## config.mk

```make
export PLATFORM = sky130hd
export DESIGN_NAME = filter_seq_ctrl_flat
export DESIGN_NICKNAME = d
export VERILOG_FILES = /design/src/rtl/filter_seq_ctrl_if.sv /design/src/rtl/filter_seq_ctrl.sv /design/src/flat_wrapper.sv
export SDC_FILE = /design/constraint.sdc
export NUM_CORES = 1
export LEC_CHECK = 0
export CORE_MARGIN = 10
export CORE_UTILIZATION = 42
export CTS_CLUSTER_DIAMETER = 80
export CTS_CLUSTER_SIZE = 20
export DETAILED_ROUTE_END_ITERATION = 8
export PLACE_DENSITY = 0.77
export SLEW_MARGIN = 25
export SYNTH_ARGS = -nofsm -noshare
export SYNTH_HDL_FRONTEND = slang
export SYNTH_SLANG_ARGS = --single-unit
```

## constraint.sdc

```tcl
create_clock -name clk -period 1.7 [get_ports clk]
set_input_delay 0.425 -clock clk [delete_from_list [all_inputs] [get_ports clk]]
set_output_delay 0.425 -clock clk [all_outputs]
set_load 0.005 [all_outputs]
```

## src/rtl/filter_seq_ctrl_if.sv

```systemverilog
// Handshake bundle between a frame requester and the filter sequencer.
// The requester drives start/abort/stall; the sequencer drives addresses, strobes and status.
interface filter_seq_ctrl_if #(
  parameter int ADDR_BITS = 10
);
  logic                 start;
  logic                 abort;
  logic                 stall;
  logic [ADDR_BITS-1:0] src_addr;
  logic [ADDR_BITS-1:0] dst_addr;
  logic                 dst_we;
  logic                 filt_en;
  logic                 busy;
  logic                 done;
  logic [ADDR_BITS-1:0] pixel_count;

  modport master (
    output start, abort, stall,
    input  src_addr, dst_addr, dst_we, filt_en, busy, done, pixel_count
  );

  modport slave (
    input  start, abort, stall,
    output src_addr, dst_addr, dst_we, filt_en, busy, done, pixel_count
  );
endinterface

```

## src/rtl/filter_seq_ctrl.sv

```systemverilog
// Frame sequencer: walks every pixel once through read -> filter -> write,
// with stall (freeze) and abort (return to idle) control.
module filter_seq_ctrl #(
  parameter int ADDR_BITS  = 10,
  parameter int NUM_PIXELS = 1024,
  parameter int FILTER_LAT = 2
) (
  input logic               clk,
  input logic               reset,
  filter_seq_ctrl_if.slave  bus
);

  localparam int WAIT_BITS = $clog2(FILTER_LAT) + 1;
  localparam logic [WAIT_BITS-1:0] WAIT_LAST = WAIT_BITS'(FILTER_LAT - 1);
  localparam logic [ADDR_BITS-1:0] PIX_LAST  = ADDR_BITS'(NUM_PIXELS - 1);

  typedef enum logic [2:0] {
    IDLE,
    READ,
    FILT,
    WRITE,
    DONE
  } state_t;

  state_t               state;
  logic [ADDR_BITS-1:0] index;
  logic [WAIT_BITS-1:0] wait_cnt;
  logic                 dst_we_q;
  logic                 filt_en_q;
  logic                 done_q;
  logic                 busy_q;

  always_ff @(posedge clk) begin
    if (reset) begin
      state     <= IDLE;
      index     <= '0;
      wait_cnt  <= '0;
      dst_we_q  <= 1'b0;
      filt_en_q <= 1'b0;
      done_q    <= 1'b0;
      busy_q    <= 1'b0;
    end else if (!bus.stall) begin
      if (bus.abort && state != IDLE) begin
        state     <= IDLE;
        index     <= '0;
        wait_cnt  <= '0;
        dst_we_q  <= 1'b0;
        filt_en_q <= 1'b0;
        done_q    <= 1'b0;
        busy_q    <= 1'b0;
      end else begin
        unique case (state)
          IDLE: begin
            if (bus.start && !bus.abort) begin
              state  <= READ;
              index  <= '0;
              busy_q <= 1'b1;
            end
          end
          READ: begin
            state     <= FILT;
            wait_cnt  <= '0;
            filt_en_q <= 1'b1;
          end
          FILT: begin
            wait_cnt <= wait_cnt + WAIT_BITS'(1);
            if (wait_cnt == WAIT_LAST) begin
              state     <= WRITE;
              filt_en_q <= 1'b0;
              dst_we_q  <= 1'b1;
            end
          end
          WRITE: begin
            dst_we_q <= 1'b0;
            if (index == PIX_LAST) begin
              state  <= DONE;
              done_q <= 1'b1;
            end else begin
              state <= READ;
              index <= index + ADDR_BITS'(1);
            end
          end
          DONE: begin
            state  <= IDLE;
            done_q <= 1'b0;
            busy_q <= 1'b0;
          end
          default: state <= IDLE;
        endcase
      end
    end
  end

  // Strobes are registered per state but masked while stalled, so a frozen
  // cycle neither writes nor captures and a stalled DONE re-pulses on release.
  assign bus.dst_we      = dst_we_q  & ~bus.stall;
  assign bus.filt_en     = filt_en_q & ~bus.stall;
  assign bus.done        = done_q    & ~bus.stall;
  assign bus.busy        = busy_q;
  assign bus.src_addr    = index;
  assign bus.dst_addr    = index;
  assign bus.pixel_count = index;

endmodule

```

## src/flat_wrapper.sv

```systemverilog
// flat-port wrapper written by rule: the top's interface ports become plain ports
module filter_seq_ctrl_flat 
#(
  parameter int ADDR_BITS  = 10,
  parameter int NUM_PIXELS = 1024,
  parameter int FILTER_LAT = 2
)
  (clk, reset, bus_start, bus_abort, bus_stall, bus_src_addr, bus_dst_addr, bus_dst_we, bus_filt_en, bus_busy, bus_done, bus_pixel_count);
  filter_seq_ctrl_if #(.ADDR_BITS(ADDR_BITS)) bus_i ();
  input logic clk;
  input logic reset;
  input wire logic [$bits(bus_i.start)-1:0] bus_start;
  input wire logic [$bits(bus_i.abort)-1:0] bus_abort;
  input wire logic [$bits(bus_i.stall)-1:0] bus_stall;
  output wire logic [$bits(bus_i.src_addr)-1:0] bus_src_addr;
  output wire logic [$bits(bus_i.dst_addr)-1:0] bus_dst_addr;
  output wire logic [$bits(bus_i.dst_we)-1:0] bus_dst_we;
  output wire logic [$bits(bus_i.filt_en)-1:0] bus_filt_en;
  output wire logic [$bits(bus_i.busy)-1:0] bus_busy;
  output wire logic [$bits(bus_i.done)-1:0] bus_done;
  output wire logic [$bits(bus_i.pixel_count)-1:0] bus_pixel_count;
  assign bus_i.start = bus_start;
  assign bus_i.abort = bus_abort;
  assign bus_i.stall = bus_stall;
  assign bus_src_addr = bus_i.src_addr;
  assign bus_dst_addr = bus_i.dst_addr;
  assign bus_dst_we = bus_i.dst_we;
  assign bus_filt_en = bus_i.filt_en;
  assign bus_busy = bus_i.busy;
  assign bus_done = bus_i.done;
  assign bus_pixel_count = bus_i.pixel_count;
  filter_seq_ctrl #(.ADDR_BITS(ADDR_BITS), .NUM_PIXELS(NUM_PIXELS), .FILTER_LAT(FILTER_LAT)) u_core (.clk(clk), .reset(reset), .bus(bus_i));
endmodule
```

Word level (Yosys, flattened, before mapping)
Index checks and enable logic that the tools add are counted.
{"block": "classes", "eq_ne": 10, "n_shift": 0, "multipliers": 0, "n_addsub": 2, "n_mux": 23, "reduce_logical": 17, "n_div": 0, "n_lt_le_gt_ge": 0, "bitwise_logic": 4}
{"cell": "10-bit two-way mux", "n": 3}
{"cell": "10-bit one-hot mux with 2 select lines", "n": 1}
{"cell": "3-bit nonzero test", "n": 6}
{"cell": "3-bit AND reduction", "n": 5}
{"cell": "3-bit two-way mux", "n": 4}
{"cell": "3-bit one-hot mux with 4 select lines", "n": 1}
{"cell": "10-bit by 1-bit adder with 10-bit output, second input constant", "n": 1}
{"cell": "10-bit == test, second input constant", "n": 1}
{"cell": "3-bit by 1-bit != test with 1-bit output, second input constant", "n": 3}
{"cell": "1-bit two-way mux", "n": 8}
{"cell": "1-bit one-hot mux with 2 select lines", "n": 4}
{"cell": "3-bit by 2-bit == test with 1-bit output, second input constant", "n": 2}
{"cell": "2-bit one-hot mux with 2 select lines", "n": 1}
{"cell": "4-bit AND reduction", "n": 1}
{"cell": "1-bit AND", "n": 3}
{"cell": "3-bit by 1-bit == test with 1-bit output, second input constant", "n": 1}
{"cell": "3-bit == test, second input constant", "n": 1}
{"cell": "3-bit zero test", "n": 1}
{"cell": "3-bit by 2-bit != test with 1-bit output, second input constant", "n": 1}
{"cell": "2-bit by 1-bit adder with 2-bit output, second input constant", "n": 1}
{"cell": "2-bit by 1-bit == test with 1-bit output, second input constant", "n": 1}
{"cell": "1-bit logical AND", "n": 2}
{"cell": "2-bit two-way mux", "n": 1}
{"cell": "2-bit AND reduction", "n": 1}
{"cell": "other kinds (2)", "n": 2}
{"block": "totals", "inputBits": 5, "latchBits": 0, "register_bits": 19, "out_inout_bits": 34, "wordCells": 63, "n_memories": 0, "ram_bits": 0, "romBits": 0}

Longest topological paths before layout
Gate-level depths: netlist (run 1).
{"block": "depth", "ltp_word": 5, "mapped_depth": 7}

Worst setup path before layout (run 1)
No wires, ideal clock.
{"block": "synth_path", "path_kind": "input port to flip-flop", "startpoint": "input bus_abort", "endpoint": "register u_core.index[6] (netlist: u_core.bus.dst_addr[6])", "t_arrival_ns": 1.621, "n_path_buf": 0, "setup_ns": 0.070, "slack_ns": 0.008, "cell_stages": 5, "path_cell_list": "nor4b_2 > a21oi_1 > o32a_4 > or4_1 > a21oi_1"}
{"block": "synth_via", "elab_chain_cells": 4, "elab_cells_between_ends": 8}
{"element": "from (decl)", "line": "flat_wrapper.sv:13", "text": "input wire logic [$bits(bus_i.abort)-1:0] bus_abort;"}
{"element": "1-bit zero test", "line": "filter_seq_ctrl.sv:54", "text": "if (bus.start && !bus.abort) begin"}
{"element": "1-bit logical AND", "line": "filter_seq_ctrl.sv:54"}
{"element": "3-bit by 1-bit != test with 1-bit output (no line)"}
{"element": "4-bit AND reduction (no line)"}
{"element": "to (signal assigned)", "line": "filter_seq_ctrl.sv:80", "text": "index <= index + ADDR_BITS'(1);"}
{"element": "to (decl)", "line": "filter_seq_ctrl.sv:26", "text": "logic [ADDR_BITS-1:0] index;"}
Several ways; a longest one is shown, not always the timed one.
A chain may end at the register's enable or synchronous reset.

Final worst setup path (run 1)
{"block": "layout_path", "startpoint": "register u_core.state[0]", "endpoint": "register u_core.index[6] (netlist: u_core.bus.dst_addr[6])"}
{"block": "layout_via", "elab_chain_cells": 4, "elab_cells_between_ends": 10}
{"element": "from (decl)", "line": "filter_seq_ctrl.sv:25", "text": "state_t state;"}
{"element": "from (signal assigned)", "line": "filter_seq_ctrl.sv:35", "text": "state <= IDLE;"}
{"element": "from (signal assigned)", "line": "filter_seq_ctrl.sv:44", "text": "state <= IDLE;"}
{"element": "from (signal assigned)", "line": "filter_seq_ctrl.sv:55", "text": "state <= READ;"}
{"element": "3-bit nonzero test", "line": "filter_seq_ctrl.sv:43", "text": "if (bus.abort && state != IDLE) begin"}
{"element": "1-bit logical AND", "line": "filter_seq_ctrl.sv:43"}
{"element": "3-bit by 2-bit != test with 1-bit output (no line) (tied with other cells)"}
{"element": "4-bit AND reduction (no line)"}
Several ways; a longest one is shown, not always the timed one.

==> results of run 1 <==
-- routing by layer --
layer  vias to the layer above  GRT usage (%)
met5                         -              0
met1                       686           15.4
met2                        47           26.2
met3                         6           2.73
met4                         0           4.12
li1                        719              -
-- per-stage QoR --
step	hold slack (ns)	instance area, sq um	util [%]	instances	TNS [ns]
after floorplan	0.432	1300	-	177	0
after global placement	0.440	1750	58.1	246	-6.09
after detailed placement	0.456	1750	58.1	246	-6.79
after CTS	0.474	1830	60.9	252	0
after global routing	0.493	1940	64.7	258	-0.0534
final	0.472	1940	64.7	258	0
-- area by class of cell --
cell class              instances  area share [%]
multi-input cells             123            40.8
clock inverters                 1           0.258
inverters                       4           0.773
well taps                      33            2.12
clock buffers                   3            1.16
flip-flops and latches         19            21.2
repair buffers                 75            33.6
-- how the worst min path moves through the flow --
| stage | slack, ns | end | cells after the start | startpoint |
|---|---|---|---|---|
| final | 0.47 | u_core.dst_we_q$_SDFFE_PP0P_ | 2 | u_core.dst_we_q$_SDFFE_PP0P_ |
| after global routing | 0.49 | u_core.dst_we_q$_SDFFE_PP0P_ | 2 | u_core.dst_we_q$_SDFFE_PP0P_ |
| after CTS | 0.47 | u_core.dst_we_q$_SDFFE_PP0P_ | 2 | u_core.dst_we_q$_SDFFE_PP0P_ |
| after detailed placement | 0.46 | u_core.dst_we_q$_SDFFE_PP0P_ | 2 | u_core.dst_we_q$_SDFFE_PP0P_ |
| after global placement | 0.44 | u_core.wait_cnt[1]$_SDFFE_PP0P_ | 2 | u_core.wait_cnt[1]$_SDFFE_PP0P_ |
| after floorplan | 0.43 | u_core.wait_cnt[1]$_SDFFE_PP0P_ | 2 | u_core.wait_cnt[1]$_SDFFE_PP0P_ |
-- kinds of logic after synthesis --
group	after synthesis	share of synthesized area, %
multiplexers	1	0.769
adder cells (fa/ha/maj)	2	1.92
AO/OA/AOI/OAI	54	24.9
buffers and inverters	35	16.2
flip-flops	19	29.2
AND/OR/NAND/NOR	66	27.0
-- sequential cells by signal, indices dropped and copies added (netlist names) --
signal and cells:
u_core.bus.dst_addr 10, u_core.state 3, u_core.wait_cnt 2, u_core.bus.busy 1, u_core.done_q 1, u_core.dst_we_q 1, u_core.filt_en_q 1
-- synthesized netlist by cell type, types with 2 or more instances --
cell,n,share of area [%]
dfxtp_1,19,29
nand3b_1,2,1.2
or3_1,2,0.96
buf_2,3,1.2
o21ai_0,15,5.8
nor4b_1,2,1.3
clkbuf_1,8,2.3
buf_4,20,12
nor3_1,6,2.3
nand2b_1,3,1.4
nor2b_1,2,0.96
a31oi_1,3,1.4
inv_1,4,1.2
nor2_1,19,5.5
a21oi_1,24,9.2
nand3_1,6,2.3
nand4_1,5,2.4
ha_1,2,1.9
nand2_1,11,3.2
a211oi_1,4,2.3
-- critical path, delay by kind of cell, from the launching register on --
kind,cells,cell delay [ns]
simple gates,2,0.71
compound gates,3,0.52
flops,1,0.38
-- power breakdown --
| part | total [mW] | switching, mW | leakage [nW] | internal, mW |
|---|---|---|---|---|
| Sequential | 0.446 | 0.00497 | 0.162 | 0.441 |
| Combinational | 0.145 | 0.0755 | 0.591 | 0.0698 |
| Clock | 0.238 | 0.150 | 0.0177 | 0.0878 |
| Total | 0.829 | 0.231 | 0.770 | 0.598 |
-- timing repair --
action	in CTS	in global routing
gates resized for setup	28	21
endpoints found under the setup margin	42	32
cloned	1	1
setup buffers	1	5
pin swaps	2	2
==> impl_results.md, run 1 <==
- Syn. warnings: 0
- Crit path to: u_core.bus.dst_addr[6]$_SDFFE_PP0P_
- Largest net degree at the start of global routing: 16
- Worst Setup SP: u_core.state[0]$_SDFFE_PP0P_
- M1 WL: around 1.6 mm
- Startpoint types: register
- CTS Root Cell: clkbuf_4
- Routed wire per std cell: 15.5 um
- Multi-input logic area: between 700 and 800 sq um
- Detailed-route via count: between 1000 and 1500
- Full die area: about 5700 sq um
- First-pass GRT wire length: around 6.5 mm
- Antenna fix cells: 0
- Worst min-delay path class: register to register
- Worst Path Arrival: 1.91 ns
- Hold Fails Final Rpt: 0
- Met3 wire len: between 200 and 250 um
- Total Power: a little over 0.8 mW
- Max H-tree Level: 1
- Worst skew pair latency: 0.30 ns
- Share of layout cells above drive strength 1: 30.2%
- Syn_area_per_cell: ~7.4 sq um
- Post-Place Setup Slack: -0.537 ns
- Leakage power: about 0.77 nW
- Met2 Wirelength: about 2.1 mm
- Sequential area share after synthesis: 29.2%
- WP data required: 1.94 ns
- Via density: between 5 and 6
- Most frequent cell on the critical path: a21oi_2
- VDD IR max: roughly 0.34 mV
- Minimum clock period: between 1.5 and 2 ns
- Period utilization: a little under 100%
- RSZ-0062 raised after global routing: true
- Most common cell after layout, fill and taps aside: buf_4
- Initial antenna violation count: 0
- Worst clock skew: 0.00166 ns
- Core area: between 3000 and 4000 sq um
- GRT Overall Usage: approximately 14%
- R2r startpoint: u_core.state[0]$_SDFFE_PP0P_
- Max-slew headroom: between 70 and 80%
- Final setup fails: 0
- Final GP Congestion: between 0.9 and 1
- CP max FO: 4
- Top layer in use: met4
- Synth Register Bits: 19
- Die height: 75.7 um
- Main synth FF type: dfxtp_1
- DRC viols: 0
- CTS clk-pin slew, worst paths: 0.11 ns
- Final WS setup: approximately 0.027 ns
- CP max stage delay: about 0.42 ns
- Cell variety after synth: 37
- Initial core utilization: between 40% and 50%
- Sink Count: 19
- DR pass1 iterations: 4
- Reg2Reg Capture Point: u_core.bus.dst_addr[6]$_SDFFE_PP0P_
- Standard-cell rows: 20
- Vias in the first global route: ~1400
- Ordered list of cells on the worst path: nor4b_4, a21oi_2, o32a_4, or4_4, a21oi_2
- CTS max path bufs: 2
- Max Fclk: 598 MHz
- Worst-Margin Slew: ~0.35 ns
- Cts hold-fix bufs: 0
- EDFF count, synth: 0
- Final nets: around 230
- IO Pins: 39
- Register-to-Register Path Depth: 5
- Most frequent cells in the layout: 33 x buf_4, 26 x clkdlybuf4s50_1, 20 x a21oi_1, 19 x nor2_1, 14 x o21ai_0
- Fin. max-slew vios: 0
- FF-to-FF setup slack: 0.03 ns
- Crit end category: register
- Critical-path top delay cell: or4_4
- IO Port Bufs: 38
- Area Growth Syn to Fin: 49.3%
- DP Wirelength: approximately 3.0 mm
- WS Path Type: register to register
- Total gr overflow: 0
- Post-Syn Area: roughly 1300 sq um
- CTS tree: yes
- DRT antenna net count: 0
- Asr flop ratio synth: 0%
- Status: complete, no violations
- Mapped Nets: 184
- Starting DRC count in detailed routing: 81
- Die width: ~76 um
- Maxcap violations: 0
- FF+latch area: 413 sq um
- Routed WL: ~4.0 mm
- Power Density: roughly 430 nW/um^2
- CTS buffer count: 3
- Layout fillers: about 250
- Syn Inst Count: ~180
Note: power is estimated with default switching activity, not from simulation.
==> run 2, diff against run 1 <==
--- a/config.mk
+++ b/config.mk
@@ -10,7 +10,7 @@
 export CTS_CLUSTER_DIAMETER = 80
 export CTS_CLUSTER_SIZE = 20
 export DETAILED_ROUTE_END_ITERATION = 8
-export PLACE_DENSITY = 0.77
+export PLACE_DENSITY_LB_ADDON = 0.08
 export SLEW_MARGIN = 25
 export SYNTH_ARGS = -nofsm -noshare
 export SYNTH_HDL_FRONTEND = slang
==> run 2 against run 1 <==
Effect of this change:
- non-clock buffer count up 3
- clock power down 4%
- hold slack worse by 0.0034 ns
- largest cell class unchanged
- highest routed layer unchanged
==> impl_results.md, run 2 (synthesis results as in run 1) <==
- Status: complete, no violations
- Fin. max-slew vios: 0 (unchanged)
- DRT antenna net count: 0 (unchanged)
- Reg2Reg Capture Point: u_core.bus.dst_addr[6]$_SDFFE_PP0P_
- Setup_tns: 0 ns (unchanged)
- Die width: 75.7 um (unchanged)
- R2r startpoint: u_core.state[1]$_SDFFE_PP0P_
- Register-to-Register Path Depth: 5 (unchanged)
- Max-slew headroom: 72.1% (-4.6 points)
- Final cell count without fillers: 261 (+1.2%)
- Starting DRC count in detailed routing: 84 (+3.7%)
- Worst Setup SP: u_core.state[1]$_SDFFE_PP0P_
- Hold Fails Final Rpt: 0 (unchanged)
- CTS Root Cell: clkbuf_4
- Power Density: 424 nW/um^2 (-0.62%)
- Final Cell Area: 1940 sq um (about the same)
- Final setup fails: 0 (unchanged)
- Initial antenna violation count: 0 (unchanged)
- Worst min-delay path class: register to register
- Antenna fix cells: 0 (unchanged)
- Post-Place Setup Slack: -0.496 ns (+0.0405 ns)
- Die height: 75.7 um (unchanged)
- Routed WL: 3.86 mm (-3.3%)
- Total gr overflow: 0 (unchanged)
- Leakage power: 0.850 nW (+10%)
- Via density: 5.50 (-2.6%)
- DRC viols: 0 (unchanged)
- Crit end category: register
- IO Port Bufs: 38 (unchanged)
- Period utilization: 99.7% (+1.3 points)
- Detailed-route via count: 1436 (-1.5%)
- Cts hold-fix bufs: 0 (unchanged)
- Area Growth Syn to Fin: 49.4% (about the same)
- Worst skew pair latency: 0.29 ns (about the same)
- First-pass GRT wire length: 6.13 mm (-4.9%)
- Most frequent cells in the layout: 38 x buf_4, 23 x a21oi_1, 20 x clkdlybuf4s50_1, 18 x nor2_1, 14 x o21ai_0
- WP data required: 1.93 ns (about the same)
- Largest net degree at the start of global routing: 13 (-3)
- VDD IR max: 0.284 mV (-15%)
- CTS max path bufs: 2 (unchanged)
- CP max FO: 3 (-1)
- DR pass1 iterations: 4 (unchanged)
- Most common cell after layout, fill and taps aside: buf_4
- IO Pins: 39 (unchanged)
- Core area: 3000 sq um (unchanged)
- CTS clk-pin slew, worst paths: 0.11 ns (about the same)
- Worst-Margin Slew: 0.417 ns (+0.0688 ns)
- Vias in the first global route: 1328 (-7.0%)
- Crit path to: u_core.bus.dst_addr[6]$_SDFFE_PP0P_
- Final nets: 236 (+1.3%)
- GRT Overall Usage: 13.3% (-0.71 points)
- FF-to-FF setup slack: 0.005 ns (-0.02 ns)
- Final GP Congestion: 0.865 (-9.4%)
- Minimum clock period: 1.70 ns (+0.0221 ns)
- Maxcap violations: 0 (unchanged)
- Full die area: 5720 sq um (unchanged)
- Routed wire per std cell: 14.8 um (-4.4%)
- Standard-cell rows: 20 (unchanged)
- Sink Count: 19 (unchanged)
- Startpoint types: register
- Max H-tree Level: 1 (unchanged)
- Inst Count DP: 253 (+2.8%)
- Max FFs per register: 10 (unchanged)
- Initial core utilization: 43.3% (unchanged)
- Share of layout cells above drive strength 1: 30.7% (+0.48 points)
- CTS buffer count: 3 (unchanged)
- Worst clock skew: 0.00463 ns (+0.00297 ns)
- Worst Path Arrival: 1.92 ns (about the same)
- WS Path Type: register to register
- Area after DPL: 1800 sq um (+3.0%)
- CTS tree: yes
- DP Wirelength: 2.96 mm (-1.1%)
- Max Fclk: 590 MHz (-1.3%)
- Final WS setup: 0.00486 ns (-0.0221 ns)
-- run 2: worst min path at each step --
stage / slack (ns) / depth (start not counted) / end / start
2_1_floorplan: 0.43 / 2 / u_core.wait_cnt[1]$_SDFFE_PP0P_ / u_core.wait_cnt[1]$_SDFFE_PP0P_
3_3_place_gp: 0.44 / 2 / u_core.wait_cnt[1]$_SDFFE_PP0P_ / u_core.wait_cnt[1]$_SDFFE_PP0P_
3_5_place_dp: 0.45 / 1 / u_core.done_q$_SDFFE_PP0P_ / u_core.done_q$_SDFFE_PP0P_
4_1_cts: 0.47 / 1 / u_core.done_q$_SDFFE_PP0P_ / u_core.done_q$_SDFFE_PP0P_
5_1_grt: 0.50 / 1 / u_core.done_q$_SDFFE_PP0P_ / u_core.done_q$_SDFFE_PP0P_
6_report: 0.47 / 2 / u_core.wait_cnt[1]$_SDFFE_PP0P_ / u_core.wait_cnt[1]$_SDFFE_PP0P_
-- run 2: critical path: stages, from the launching register on --
cell     delay (ns)
dfxtp_2        0.36
nor4b_4        0.28
a21oi_2        0.07
o32a_4         0.31
or4_1          0.46
a21oi_1        0.15
-- run 2: metal layers --
layer  wire, um  track usage [%]  vias to the layer above  part of all wire (%)
li1           -                -                      725                     -
met1       1560             15.2                      663                    40
met2       2010             23.5                       44                    52
met3        247             3.26                        4                   6.4
met4         40             4.33                        0                   1.0
met5          0                0                        -                     0
-- run 2: per-stage QoR --
step / hold WS (ns) / utilization [%] / total power [mW]
after floorplan: 0.432 / - / 0.529
final: 0.468 / 64.8 / 0.825
after CTS: 0.473 / 61.2 / 0.831
after global routing: 0.496 / 64.8 / 0.874
after detailed placement: 0.447 / 59.9 / 0.597
after global placement: 0.440 / 59.9 / 0.595
-- run 2: what timing repair did --
action,in CTS,in global routing
hold endpoints to repair,0,0
setup buffers,1,2
pin swaps,1,2
setup endpoints to repair,47,29
gates resized for setup,28,26
cloned,0,1
-- run 2: layout make-up --
class	count	area, sq um
Inverter	4	15.0
Timing Repair Buffer	78	677
Tap cell	33	41.3
Multi-Input combinational cell	123	776
Fill cell	282	1060
Clock buffer	4	26.3
Sequential cell	19	409
-- run 2: power breakdown --
| group | internal (mW) | switching, mW | total [mW] | leakage [nW] |
|---|---|---|---|---|
| Combinational | 0.0746 | 0.0723 | 0.147 | 0.674 |
| Sequential | 0.444 | 0.00540 | 0.449 | 0.161 |
| Clock | 0.0912 | 0.137 | 0.229 | 0.0150 |
| Total | 0.610 | 0.215 | 0.825 | 0.850 |
==> run 3, diff against run 2 <==
--- a/config.mk
+++ b/config.mk
@@ -10,6 +10,7 @@
 export CTS_CLUSTER_DIAMETER = 80
 export CTS_CLUSTER_SIZE = 20
 export DETAILED_ROUTE_END_ITERATION = 8
+export MAX_ROUTING_LAYER = met4
 export PLACE_DENSITY_LB_ADDON = 0.08
 export SLEW_MARGIN = 25
 export SYNTH_ARGS = -nofsm -noshare
==> run 3 against run 2 <==
Effect of this change:
- fmax is 2.6% higher
- combinational power down 3%
- clock skew decreased by 0.0022 ns
- core utilization rose by 1.2 points
- clock power up 3%
- routed wire length up 4.7%
- hold slack got worse by 0.0085 ns
- largest cell class unchanged
- highest routed layer unchanged
==> impl_results.md, run 3 (synthesis results as in run 1) <==
- Status: complete, no violations
- DR pass1 iterations: 4 (unchanged)
- Final GP Congestion: 0.920 (+6.3%)
- Die width: 75.7 um (unchanged)
- Leakage power: 0.846 nW (-0.50%)
- Vias in the first global route: 1398 (+5.3%)
- Max FFs per register: 10 (unchanged)
- R2r startpoint: u_core.state[1]$_SDFFE_PP0P_
- VDD IR max: 0.285 mV (+0.37%)
- Hold Path Sink: u_core.wait_cnt[1]$_SDFFE_PP0P_
- Hold slack: 0.460 ns (-0.00847 ns)
- Inst Count DP: 253 (unchanged)
- WS Path Type: register to register
- DRC viols: 0 (unchanged)
- CP top delay family: simple AND/OR/NAND/NOR gates
- Register-to-Register Path Depth: 5 (unchanged)
- Critical-path top delay cell: or4_1
- Antenna fix cells: 0 (unchanged)
- Reg2Reg Capture Point: u_core.bus.dst_addr[6]$_SDFFE_PP0P_
- Final cell count without fillers: 265 (+1.5%)
- CTS Root Cell: clkbuf_4
- CTS tree: yes
- Worst skew pair latency: 0.29 ns (about the same)
- CP max stage delay: 0.40 ns (-0.06 ns)
- Most frequent cells in the layout: 42 x buf_4, 23 x a21oi_1, 20 x clkdlybuf4s50_1, 19 x nor2_1, 15 x o21ai_0
- Startpoint types: register
- GRT Max-Usage Layer: met2
- Initial antenna violation count: 0 (unchanged)
- Final Cell Area: 1980 sq um (+1.9%)
- WP data required: 1.93 ns (about the same)
- Total gr overflow: 0 (unchanged)
- Buf/Inv on CP: 0 (unchanged)
- IO Port Bufs: 38 (unchanged)
- CTS buffer count: 3 (unchanged)
- Ordered list of cells on the worst path: nor4b_4, a21oi_2, o32a_4, or4_1, a21oi_1
- Routed wire per std cell: 15.3 um (+3.2%)
- Max-slew headroom: 72.5% (+0.36 points)
- Detailed-route via count: 1487 (+3.6%)
- Worst Path Arrival: 1.88 ns (-0.04 ns)
- Minimum clock period: 1.65 ns (-0.0428 ns)
- Largest net degree at the start of global routing: 16 (+3)
- Die height: 75.7 um (unchanged)
- Setup_tns: 0 ns (unchanged)
- Worst clock skew: 0.00241 ns (-0.00222 ns)
- Global routing usage on met2: 24.4% (+0.85 points)
- Worst-Margin Slew: 0.411 ns (-0.00598 ns)
- Maxcap violations: 0 (unchanged)
- Max Fclk: 605 MHz (+2.6%)
- Full die area: 5720 sq um (unchanged)
- Power Density: 417 nW/um^2 (-1.8%)
- DP Wirelength: 3.05 mm (+3.0%)
- IO Pins: 39 (unchanged)
- CTS clk-pin slew, worst paths: 0.11 ns (about the same)
- Standard-cell rows: 20 (unchanged)
- Most common cell after layout, fill and taps aside: buf_4
- FF-to-FF setup slack: 0.05 ns (+0.04 ns)
- Fin. max-slew vios: 0 (unchanged)
- Starting DRC count in detailed routing: 62 (-26%)
- Max H-tree Level: 1 (unchanged)
- Area after DPL: 1800 sq um (unchanged)
- Crit end category: register
- Period utilization: 97.2% (-2.5 points)
- CP max FO: 4 (+1)
- Worst min-delay path class: register to register
- Initial core utilization: 43.3% (unchanged)
- Worst hold start: u_core.wait_cnt[1]$_SDFFE_PP0P_
- Sink Count: 19 (unchanged)
- Hold path cells: 2 (unchanged)
- Hold Fails Final Rpt: 0 (unchanged)
- Final Util: 66.0% (+1.2 points)
- Via density: 5.61 (+2.0%)
- Final setup fails: 0 (unchanged)
- GRT Overall Usage: 14.1% (+0.87 points)
- Final nets: 240 (+1.7%)
- Routed WL: 4.05 mm (+4.7%)
- Grt met3 use: 3.26% (unchanged)
- DRT antenna net count: 0 (unchanged)
- GR Util met1: 15.0% (-0.20 points)
- Core area: 3000 sq um (unchanged)
- Share of layout cells above drive strength 1: 31.5% (+0.76 points)
- Area Growth Syn to Fin: 52.2%
- CTS max path bufs: 2 (unchanged)
- First-pass GRT wire length: 6.29 mm (+2.5%)
[run 3: changes by cell type in the layout (fill, tap and decap cells not counted), sizes merged]
cell          change
buf               +4
dlygate4sd2       +2
clkbuf            -1
dlymetal6s2s      -1
[run 3: cell type report]
type	instances	area, sq um
tap	33	41.3
timing repair buffer	82	707
sequential	19	410
inverter	4	15.0
fill	271	1020
clock buffer	4	26.3
multi-input combinational	123	781
[run 3: worst min-delay path, stage by stage (launching register included)]
cell     delay [ns]
dfxtp_1        0.33
nand2_1        0.05
a21oi_1        0.05
[run 3: worst max path at each step]
stage / startpoint / endpoint / slack [ns] / cells past startpoint
global placement: bus_start / u_core.bus.dst_addr[6]$_SDFFE_PP0P_ / -0.48 / 6
global route: u_core.state[0]$_SDFFE_PP0P_ / u_core.bus.dst_addr[2]$_SDFFE_PP0P_ / -0.08 / 6
finish: u_core.state[1]$_SDFFE_PP0P_ / u_core.bus.dst_addr[6]$_SDFFE_PP0P_ / 0.05 / 5
floorplan: bus_abort / u_core.bus.dst_addr[6]$_SDFFE_PP0P_ / 0.008 / 5
detailed placement: bus_start / u_core.bus.dst_addr[6]$_SDFFE_PP0P_ / -0.51 / 6
CTS: u_core.state[0]$_SDFFE_PP0P_ / u_core.bus.dst_addr[6]$_SDFFE_PP0P_ / -0.0002 / 5
[run 3: metrics by stage]
stage	power (mW)	setup WS [ns]
5_1_grt	0.873	-0.0773
6_report	0.825	0.0477
4_1_cts	0.835	-0.000199
2_1_floorplan	0.529	0.00826
3_3_place_gp	0.593	-0.482
3_5_place_dp	0.594	-0.511
[run 3: power breakdown]
group	switching [mW]	total, mW	internal [mW]
sequential	0.00505	0.448	0.443
combinational	0.0713	0.142	0.0706
clock	0.144	0.236	0.0913
total	0.221	0.825	0.605
[run 3: timing repair]
| action | in CTS | in global routing |
|---|---|---|
| pin swaps | 1 | 5 |
| buffers inserted | 3 | 4 |
| gates resized for setup | 35 | 18 |
| gates cloned | 0 | 1 |
| hold buffers | 0 | 0 |
| setup endpoints to repair | 44 | 18 |
[run 3: routing by layer]
metal  part of all wire, %  wire [um]
met1                    41       1670
met2                    51       2060
met3                   5.8        234
met4                   2.0         82
met5                     0          0
